## src/rtl/fp_multiplier_pipe_if.sv

```systemverilog
// Operand/result bus of the pipelined floating-point multiplier.
interface fp_multiplier_pipe_if #(
    parameter int unsigned EXP_W = 8,
    parameter int unsigned MAN_W = 23
);
    localparam int unsigned W = 1 + EXP_W + MAN_W;

    logic         en;
    logic [W-1:0] num1;
    logic [W-1:0] num2;
    logic [W-1:0] res;
    logic         val;
    logic         overflow;
    logic         underflow;
    logic         invalid;

    modport master (
        output en, num1, num2,
        input  res, val, overflow, underflow, invalid
    );

    modport slave (
        input  en, num1, num2,
        output res, val, overflow, underflow, invalid
    );
endinterface

```

## src/rtl/fp_multiplier_pipe.sv

```systemverilog
// Three-stage IEEE-754-style multiplier: unpack, significand product,
// normalise/round-to-nearest-even/pack. Subnormals are flushed to zero on
// both input and output.
module fp_multiplier_pipe #(
    parameter int unsigned EXP_W = 8,
    parameter int unsigned MAN_W = 23
) (
    input logic                 clk,
    input logic                 rst,
    fp_multiplier_pipe_if.slave bus
);
    localparam int unsigned W  = 1 + EXP_W + MAN_W;
    localparam int unsigned SW = MAN_W + 1;
    localparam int unsigned PW = 2 * SW;
    localparam int unsigned EW = EXP_W + 2;

    localparam logic [EXP_W-1:0]        EXP_ONES   = '1;
    localparam logic [EXP_W-1:0]        EXP_ZERO   = '0;
    localparam logic [MAN_W-1:0]        FRAC_ZERO  = '0;
    localparam logic [MAN_W-1:0]        QNAN_FRAC  = {1'b1, {(MAN_W-1){1'b0}}};
    localparam logic signed [EW-1:0]    BIAS       = EW'((1 << (EXP_W - 1)) - 1);
    localparam logic signed [EW-1:0]    E_MAX      = EW'((1 << EXP_W) - 1);
    localparam logic signed [EW-1:0]    E_ZERO     = '0;

    typedef enum logic [1:0] {
        SP_NONE,
        SP_NAN,
        SP_INF,
        SP_ZERO
    } special_e;

    // ---------------- S1: unpack and classify ----------------
    logic               a_sign, b_sign;
    logic [EXP_W-1:0]   a_exp, b_exp;
    logic [MAN_W-1:0]   a_frac, b_frac;
    logic               a_zero, b_zero, a_inf, b_inf, a_nan, b_nan;
    logic signed [EW-1:0] e_sum_c;
    special_e           sp_c;

    assign a_sign = bus.num1[W-1];
    assign b_sign = bus.num2[W-1];
    assign a_exp  = bus.num1[W-2 -: EXP_W];
    assign b_exp  = bus.num2[W-2 -: EXP_W];
    assign a_frac = bus.num1[MAN_W-1:0];
    assign b_frac = bus.num2[MAN_W-1:0];

    assign a_zero = (a_exp == EXP_ZERO);
    assign b_zero = (b_exp == EXP_ZERO);
    assign a_inf  = (a_exp == EXP_ONES) && (a_frac == FRAC_ZERO);
    assign b_inf  = (b_exp == EXP_ONES) && (b_frac == FRAC_ZERO);
    assign a_nan  = (a_exp == EXP_ONES) && (a_frac != FRAC_ZERO);
    assign b_nan  = (b_exp == EXP_ONES) && (b_frac != FRAC_ZERO);

    assign e_sum_c = $signed({2'b00, a_exp}) + $signed({2'b00, b_exp}) - BIAS;

    // Special-case priority: invalid beats Inf beats zero.
    always_comb begin
        sp_c = SP_NONE;
        if (a_nan || b_nan || (a_inf && b_zero) || (a_zero && b_inf)) begin
            sp_c = SP_NAN;
        end else if (a_inf || b_inf) begin
            sp_c = SP_INF;
        end else if (a_zero || b_zero) begin
            sp_c = SP_ZERO;
        end
    end

    logic                 s1_v, s1_sign;
    special_e             s1_sp;
    logic signed [EW-1:0] s1_exp;
    logic [SW-1:0]        s1_siga, s1_sigb;

    // Capture operands with hidden bit restored.
    always_ff @(posedge clk or posedge rst) begin
        if (rst) begin
            s1_v    <= 1'b0;
            s1_sign <= 1'b0;
            s1_sp   <= SP_NONE;
            s1_exp  <= '0;
            s1_siga <= '0;
            s1_sigb <= '0;
        end else begin
            s1_v    <= bus.en;
            s1_sign <= a_sign ^ b_sign;
            s1_sp   <= sp_c;
            s1_exp  <= e_sum_c;
            s1_siga <= {1'b1, a_frac};
            s1_sigb <= {1'b1, b_frac};
        end
    end

    // ---------------- S2: significand product ----------------
    logic                 s2_v, s2_sign;
    special_e             s2_sp;
    logic signed [EW-1:0] s2_exp;
    logic [PW-1:0]        s2_prod;

    // Full-width unsigned significand multiply.
    always_ff @(posedge clk or posedge rst) begin
        if (rst) begin
            s2_v    <= 1'b0;
            s2_sign <= 1'b0;
            s2_sp   <= SP_NONE;
            s2_exp  <= '0;
            s2_prod <= '0;
        end else begin
            s2_v    <= s1_v;
            s2_sign <= s1_sign;
            s2_sp   <= s1_sp;
            s2_exp  <= s1_exp;
            s2_prod <= PW'(s1_siga) * PW'(s1_sigb);
        end
    end

    // ---------------- S3: normalise, round, pack ----------------
    logic [PW-2:0]        norm_c;
    logic [MAN_W-1:0]     frac_c;
    logic                 guard_c, sticky_c, round_up_c;
    logic [SW-1:0]        frac_r_c;
    logic signed [EW-1:0] exp_n_c;
    logic [W-1:0]         res_c;
    logic                 ovf_c, unf_c, inv_c;

    // Product is in [1,4): drop the leading one, left-aligning when below 2.
    assign norm_c     = s2_prod[PW-1] ? s2_prod[PW-2:0] : {s2_prod[PW-3:0], 1'b0};
    assign frac_c     = norm_c[PW-2 -: MAN_W];
    assign guard_c    = norm_c[PW-2-MAN_W];
    assign sticky_c   = |norm_c[PW-3-MAN_W:0];
    assign round_up_c = guard_c & (sticky_c | frac_c[0]);
    assign frac_r_c   = {1'b0, frac_c} + SW'(round_up_c);
    assign exp_n_c    = s2_exp + EW'(s2_prod[PW-1]) + EW'(frac_r_c[MAN_W]);

    // Select special result or range-checked normal result.
    always_comb begin
        res_c = '0;
        ovf_c = 1'b0;
        unf_c = 1'b0;
        inv_c = 1'b0;
        case (s2_sp)
            SP_NAN: begin
                res_c = {1'b0, EXP_ONES, QNAN_FRAC};
                inv_c = 1'b1;
            end
            SP_INF:  res_c = {s2_sign, EXP_ONES, FRAC_ZERO};
            SP_ZERO: res_c = {s2_sign, EXP_ZERO, FRAC_ZERO};
            default: begin
                if (exp_n_c >= E_MAX) begin
                    res_c = {s2_sign, EXP_ONES, FRAC_ZERO};
                    ovf_c = 1'b1;
                end else if (exp_n_c <= E_ZERO) begin
                    res_c = {s2_sign, EXP_ZERO, FRAC_ZERO};
                    unf_c = 1'b1;
                end else begin
                    res_c = {s2_sign, exp_n_c[EXP_W-1:0], frac_r_c[MAN_W-1:0]};
                end
            end
        endcase
    end

    logic         val_q, ovf_q, unf_q, inv_q;
    logic [W-1:0] res_q;

    // Output register; result and flags hold across bubbles.
    always_ff @(posedge clk or posedge rst) begin
        if (rst) begin
            val_q <= 1'b0;
            res_q <= '0;
            ovf_q <= 1'b0;
            unf_q <= 1'b0;
            inv_q <= 1'b0;
        end else begin
            val_q <= s2_v;
            if (s2_v) begin
                res_q <= res_c;
                ovf_q <= ovf_c;
                unf_q <= unf_c;
                inv_q <= inv_c;
            end
        end
    end

    assign bus.val       = val_q;
    assign bus.res       = res_q;
    assign bus.overflow  = ovf_q;
    assign bus.underflow = unf_q;
    assign bus.invalid   = inv_q;
endmodule

```

## src/flat_wrapper.sv

```systemverilog
// flat-port wrapper written by rule: the top's interface ports become plain ports
module fp_multiplier_pipe_flat 
#(
    parameter int unsigned EXP_W = 8,
    parameter int unsigned MAN_W = 23
)
  (clk, rst, bus_en, bus_num1, bus_num2, bus_res, bus_val, bus_overflow, bus_underflow, bus_invalid);
  fp_multiplier_pipe_if #(.EXP_W(EXP_W), .MAN_W(MAN_W)) bus_i ();
  input logic clk;
  input logic rst;
  input wire logic [$bits(bus_i.en)-1:0] bus_en;
  input wire logic [$bits(bus_i.num1)-1:0] bus_num1;
  input wire logic [$bits(bus_i.num2)-1:0] bus_num2;
  output wire logic [$bits(bus_i.res)-1:0] bus_res;
  output wire logic [$bits(bus_i.val)-1:0] bus_val;
  output wire logic [$bits(bus_i.overflow)-1:0] bus_overflow;
  output wire logic [$bits(bus_i.underflow)-1:0] bus_underflow;
  output wire logic [$bits(bus_i.invalid)-1:0] bus_invalid;
  assign bus_i.en = bus_en;
  assign bus_i.num1 = bus_num1;
  assign bus_i.num2 = bus_num2;
  assign bus_res = bus_i.res;
  assign bus_val = bus_i.val;
  assign bus_overflow = bus_i.overflow;
  assign bus_underflow = bus_i.underflow;
  assign bus_invalid = bus_i.invalid;
  fp_multiplier_pipe #(.EXP_W(EXP_W), .MAN_W(MAN_W)) u_core (.clk(clk), .rst(rst), .bus(bus_i));
endmodule
```

## config.mk

```make
export PLATFORM = sky130hd
export DESIGN_NAME = fp_multiplier_pipe_flat
export DESIGN_NICKNAME = d
export VERILOG_FILES = /design/src/rtl/fp_multiplier_pipe_if.sv /design/src/rtl/fp_multiplier_pipe.sv /design/src/flat_wrapper.sv
export SDC_FILE = /design/constraint.sdc
export NUM_CORES = 2
export LEC_CHECK = 0
export BUFFER_PORTS_ARGS = -buffer_cell sky130_fd_sc_hd__buf_2
export CORE_MARGIN = 4
export CORE_UTILIZATION = 56
export CTS_CLUSTER_DIAMETER = 100
export DETAILED_ROUTE_END_ITERATION = 8
export GPL_ROUTABILITY_DRIVEN = 0
export HOLD_SLACK_MARGIN = 0.03
export PLACE_DENSITY_LB_ADDON = 0.05
export SLEW_MARGIN = 10
export SYNTH_ARGS = -nofsm -noshare
export SYNTH_HDL_FRONTEND = slang
export SYNTH_SLANG_ARGS = --single-unit
export TNS_END_PERCENT = 100
```

## constraint.sdc

```tcl
create_clock -name clk -period 9.5 [get_ports clk]
set_clock_uncertainty 0.1 [all_clocks]
set_input_delay 1.9 -clock clk [delete_from_list [all_inputs] [get_ports clk]]
set_output_delay 1.9 -clock clk [all_outputs]
set_load 0.02 [all_outputs]
```

; After elaboration in Yosys (flattened, before gate mapping)
; Cells that the tools add are included.
[classes]
add_sub_neg = 5
multipliers = 1
n_lt_le_gt_ge = 2
eq_ne = 5
muxes = 13
n_bitwise = 3
n_reduce_logical = 19
[op_table]
columns = cell, count
row1 = $pmux 32 s3, 1
row2 = $mux 31, 2
row3 = $mul 24x24->48, 1
row4 = $mux 47, 1
row5 = $logic_not 23->1, 2
row6 = $reduce_bool 23->1, 2
row7 = $add 23x1->24, 1
row8 = $reduce_or 23->1, 1
row9 = $add 10x1->10, 2
row10 = $eq 8x8->1 const B, 2
row11 = $logic_not 8->1, 2
row12 = $ge 10x9->1 const B, 1
row13 = $le 10x1->1 const B, 1
row14 = $sub 10x8->10 const B, 1
row15 = $add 8x8->9, 1
row16 = $logic_and 1x1->1, 6
row17 = $mux 1, 6
row18 = $mux 2, 3
row19 = $logic_or 1x1->1, 5
row20 = $eq 2x2->1 const B, 2
row21 = $reduce_or 3->1, 1
row22 = $eq 2x1->1 const B, 1
row23 = $and 1x1->1, 1
row24 = $or 1x1->1, 1
row25 = $xor 1x1->1, 1
[word_totals]
regBits = 160
inputBits = 67
out_inout_bits = 36
elab_cells = 64

; Depth between registers and ports, before layout
[logic_depth]
word_depth = 10
ltp_mapped = 26
depth_no_buf = 25

; Worst setup path after synthesis
; No wires, ideal clock.
[synth_timing]
kind = flip-flop to flip-flop
startpoint = reg u_core.s1_siga[23]
endpoint = reg u_core.s2_prod[47]
setup_ps = 87
arrival_ps = 6408
setup_slack_ps = 2906
path_stages_with_launch = 25
path_buffers = 3
cell_sequence = dfrtp_1 clkbuf_1 clkbuf_1 and2_1 fa_1 fa_1 inv_1 fa_1 fa_1 inv_1 fa_1 fa_1 inv_1 fa_1 inv_1 ha_1 buf_2 nand4_1 or2_2 o22ai_1 a211oi_1 o31ai_1 nand3_1 o21a_1 o211ai_1
[synth_via]
elab_chain_cells = 1
[synth_rtl]
columns = element, line_no
row1 = start: declaration, fp_multiplier_pipe.sv:71  ; logic [SW-1:0] s1_siga, s1_sigb;
row2 = start signal: assignment, fp_multiplier_pipe.sv:87  ; s1_siga <= {1'b1, a_frac};
row3 = $mul 24x24->48, fp_multiplier_pipe.sv:111  ; s2_prod <= PW'(s1_siga) * PW'(s1_sigb);
row4 = end signal: assignment, fp_multiplier_pipe.sv:111
row5 = end: declaration, fp_multiplier_pipe.sv:96  ; logic [PW-1:0] s2_prod;
; Every way passes these cells.
; A chain may end at the register's enable or synchronous reset.

; Worst setup path in the final report
[layout_timing]
startpoint = reg u_core.s1_sigb[5]
endpoint = reg u_core.s2_prod[47]
[layout_via]
elab_chain_cells = 1
[layout_rtl]
columns = element, line_no
row1 = start: declaration, fp_multiplier_pipe.sv:71
row2 = start signal: assignment, fp_multiplier_pipe.sv:88  ; s1_sigb <= {1'b1, b_frac};
row3 = $mul 24x24->48, fp_multiplier_pipe.sv:111
; Every way passes these cells.

==> results.py <==
metrics = {
    "run_status": {
        "status": "complete, no violations",
    },
    "synth": {
        "ys.flop_type": "dfrtp_1",
        "synth_area_per_cell_um2": 9.33,
        "synth_warnings": 0,
        "ys_async_sr_fraction_pct": 100,
        "synth.top_cells.by_area": "fa_1 (38%), dfrtp_1 (16%), ha_1 (9.4%)",
        "yosys.area.top_type_share_pct": 38.4,
        "ys_seq_elements": 159,
        "synth_top_area_cell": "fa_1",
        "syn_nets": 3447,
        "synth_cells": 2707,
        "synth_area_um2": 25300,
        "ys_types": 70,
        "synth_edf_count": 0,
        "yosysSeqAreaShare_pct": 15.8,
    },
    "clock_network": {
        "path_clk_slew_ps": 80,
        "clk_latency_ps": 480,
        "cts_resized": 0,
        "cts_root_buffer": "clkbuf_16",
        "cts_tree": "done",
        "cts_hold_buf": 0,
        "clock_path_buffers": 2,
        "ctsHtreeMaxLevel": 4,
        "post-cts-setup-buffer-count": 0,
        "cts_sinks": 159,
        "numCtsBuffers": 17,
    },
    "critical_path": {
        "crit_buf_inv": 7,
        "reg2reg_slack_ps": 1880,
        "endpoint_kind": "register",
        "cp_max_fo": 24,
        "arrival_ps": 7870,
        "critPathSlowestCell": "dfrtp_1",
        "slowest_delay_ps": 1000,
        "regToRegEndpoint": "u_core.s2_prod[47]$_DFF_PP0_",
        "start_kind": "register",
        "reg2reg_from": "u_core.s1_sigb[5]$_DFF_PP0_",
        "cp.required_ps": 9750,
        "reg2reg_depth": 25,
        "crit_type": "reg2reg",
        "cpLargestDelayFamily": "adder cells",
    },
    "place": {
        "io_buffers": 102,
        "hpwl_um": 50300,
        "placedCellCount": 3307,
    },
    "timing": {
        "maxClockFrequency_ghz": 0.131,
        "fin_crit_sh_pct": 80.2,
        "worst-slew-pin-transition_ps": 1170,
        "setup_viol": 0,
        "maxSlewViolCount": 0,
        "hold_viol": 0,
        "worst_hold_slack_ps": 247,
        "slew_headroom_pct": 22.2,
        "rsz0062_at_grt": "no",
        "setup-tns-final_ps": 0,
        "min_period_ps": 7620,
    },
    "min_path": {
        "min_to": "u_core.s2_exp[8]$_DFF_PP0_",
        "hold_class": "reg2reg",
        "worstHoldStart": "u_core.s1_exp[8]$_DFF_PP0_",
        "hold_path_depth": 0,
    },
    "drt": {
        "drt_iter0_drc": 1145,
        "wl_um": 64300,
        "postRouteAntennaNets": 0,
        "viasPerCell": 5.46,
        "drc": 0,
        "num_vias": 18245,
        "wl_per_cell_um": 19.2,
        "drt_first_pass_iters": 5,
    },
    "global_routing": {
        "antenna_found_initial": 2,
        "grt_pass1_wl_um": 106000,
        "grt_overflow_total": 0,
        "grt.total_usage_pct": 28.3,
        "grt_max_degree": 68,
        "grt_pass1_vias": 20028,
    },
    "final_layout": {
        "regArea_um2": 3980,
        "fin_cells": 3342,
        "drive_gt1_share_pct": 6.88,
        "finalNetCount": 3474,
        "multi_input_area_um2": 18600,
        "syn_to_final_growth_pct": 6.36,
        "fillCellCount": 3934,
    },
    "die": {
        "ioPinCount": 103,
        "start_util_pct": 56.9,
        "die-area_um2": 48600,
        "dieHeight_um": 220,
        "core-area_um2": 44400,
        "die_w_um": 220,
        "rows": 77,
    },
    "run": {
        "maxCapViolCount": 0,
    },
}
-- kinds of logic after synthesis --
group                      after synthesis  share of synthesized area, %
and+or+nand+nor                        830                          16.4
buffers and inverters                  713                          10.7
adders and majority gates              673                          47.7
AOI/OAI and AO/OA                      229                          5.85
DFF                                    159                          15.8
xor gates and xnor gates                87                          3.02
muxes                                   15                         0.609
other                                    1                        0.0148
-- cells in the final DEF (no fill, tap or decap), types with 20 or more instances in the layout --
master and n:
a21o_1 20, a21oi_1 65, and2_1 290, buf_2 102
buf_4 33, dfrtp_1 158, fa_1 484, ha_1 189
inv_1 585, nand2_1 353, nand3_1 32, nor2_1 63
o21ai_0 40, o22ai_1 23, xnor2_1 46, xor2_1 41
-- worst register-to-register path: stages (launching register included) --
cell	delay, ps
dfrtp_1	1000
nand2_1	170
fa_1	520
inv_1	50
fa_1	470
inv_1	50
fa_1	520
inv_1	50
fa_1	490
inv_1	60
fa_1	530
inv_1	50
fa_1	480
inv_1	60
fa_1	560
inv_1	70
ha_1	350
a211oi_1	300
o21ai_0	140
o21ai_0	190
o22ai_1	170
a211oi_1	490
o31ai_1	220
nand3_1	180
o21a_1	170
o211ai_1	100
-- sequential cells by signal (all words and copies together), names as in the netlist, 2 cells and up --
| register | flops |
|---|---|
| u_core.s2_prod | 48 |
| u_core.bus.res | 32 |
| u_core.s1_siga | 24 |
| u_core.s1_sigb | 23 |
| u_core.s1_exp | 10 |
| u_core.s2_exp | 10 |
| u_core.s1_sp | 2 |
| u_core.s2_sp | 2 |
-- through the flow --
step                util [%]  cell area, um^2  setup WS, ps
global route            60.5            26900          1530
finish                  60.5            26900          1880
global placement        59.1            26300          2010
CTS                     60.5            26900          1910
detailed placement      59.1            26300          1960
floorplan                  -            25300          2910
-- synthesized netlist by cell type (all sizes together), types with 3 or more instances --
cell,number
inv,586
nand3,33
nand3b,3
nor2,64
o31ai,3
o22ai,23
mux2,3
or2,4
xor2,41
o21bai,11
clkbuf,115
nand2b,9
nand2,353
o311ai,3
or3,3
o21ai,43
a31oi,7
nor3,12
buf,12
and2,290
o21a,13
mux2i,12
a21o,20
nor4,17
nand4,16
xnor2,46
and3,11
o211ai,7
a211oi,10
nor2b,7
ha,189
a21oi,66
dfrtp,159
fa,484
-- how the worst max path moves through the flow --
stage / from / to / cells after the start
floorplan: u_core.s1_siga[23]$_DFF_PP0_ / u_core.s2_prod[47]$_DFF_PP0_ / 24
global placement: u_core.s1_siga[16]$_DFF_PP0_ / u_core.s2_prod[47]$_DFF_PP0_ / 24
detailed placement: u_core.s1_siga[16]$_DFF_PP0_ / u_core.s2_prod[47]$_DFF_PP0_ / 24
CTS: u_core.s1_siga[16]$_DFF_PP0_ / u_core.s2_prod[47]$_DFF_PP0_ / 24
global route: u_core.s1_sigb[5]$_DFF_PP0_ / u_core.s2_prod[47]$_DFF_PP0_ / 25
finish: u_core.s1_sigb[5]$_DFF_PP0_ / u_core.s2_prod[47]$_DFF_PP0_ / 25
-- area by class of cell --
cell class / instances / share of cell area (%)
clock buffers: 20 / 1.74
diodes: 3 / 0.0279
inverters: 586 / 8.21
well taps: 592 / 2.76
repair buffers: 135 / 2.82
multi-input cells: 1835 / 69.2
clock inverters: 12 / 0.447
flip-flops and latches: 159 / 14.8
-- per-layer routing --
| metal | track usage, % | vias to the layer above | share of wire [%] |
|---|---|---|---|
| li1 | - | 8177 | - |
| met1 | 36.9 | 9384 | 41 |
| met2 | 47.1 | 555 | 48 |
| met3 | 5.71 | 129 | 6.6 |
| met4 | 11.1 | 0 | 4.1 |
| met5 | 0 | - | 0 |
Power is not shown: default switching activity piles up to over one toggle a cycle in this logic, so the estimate is an artifact.
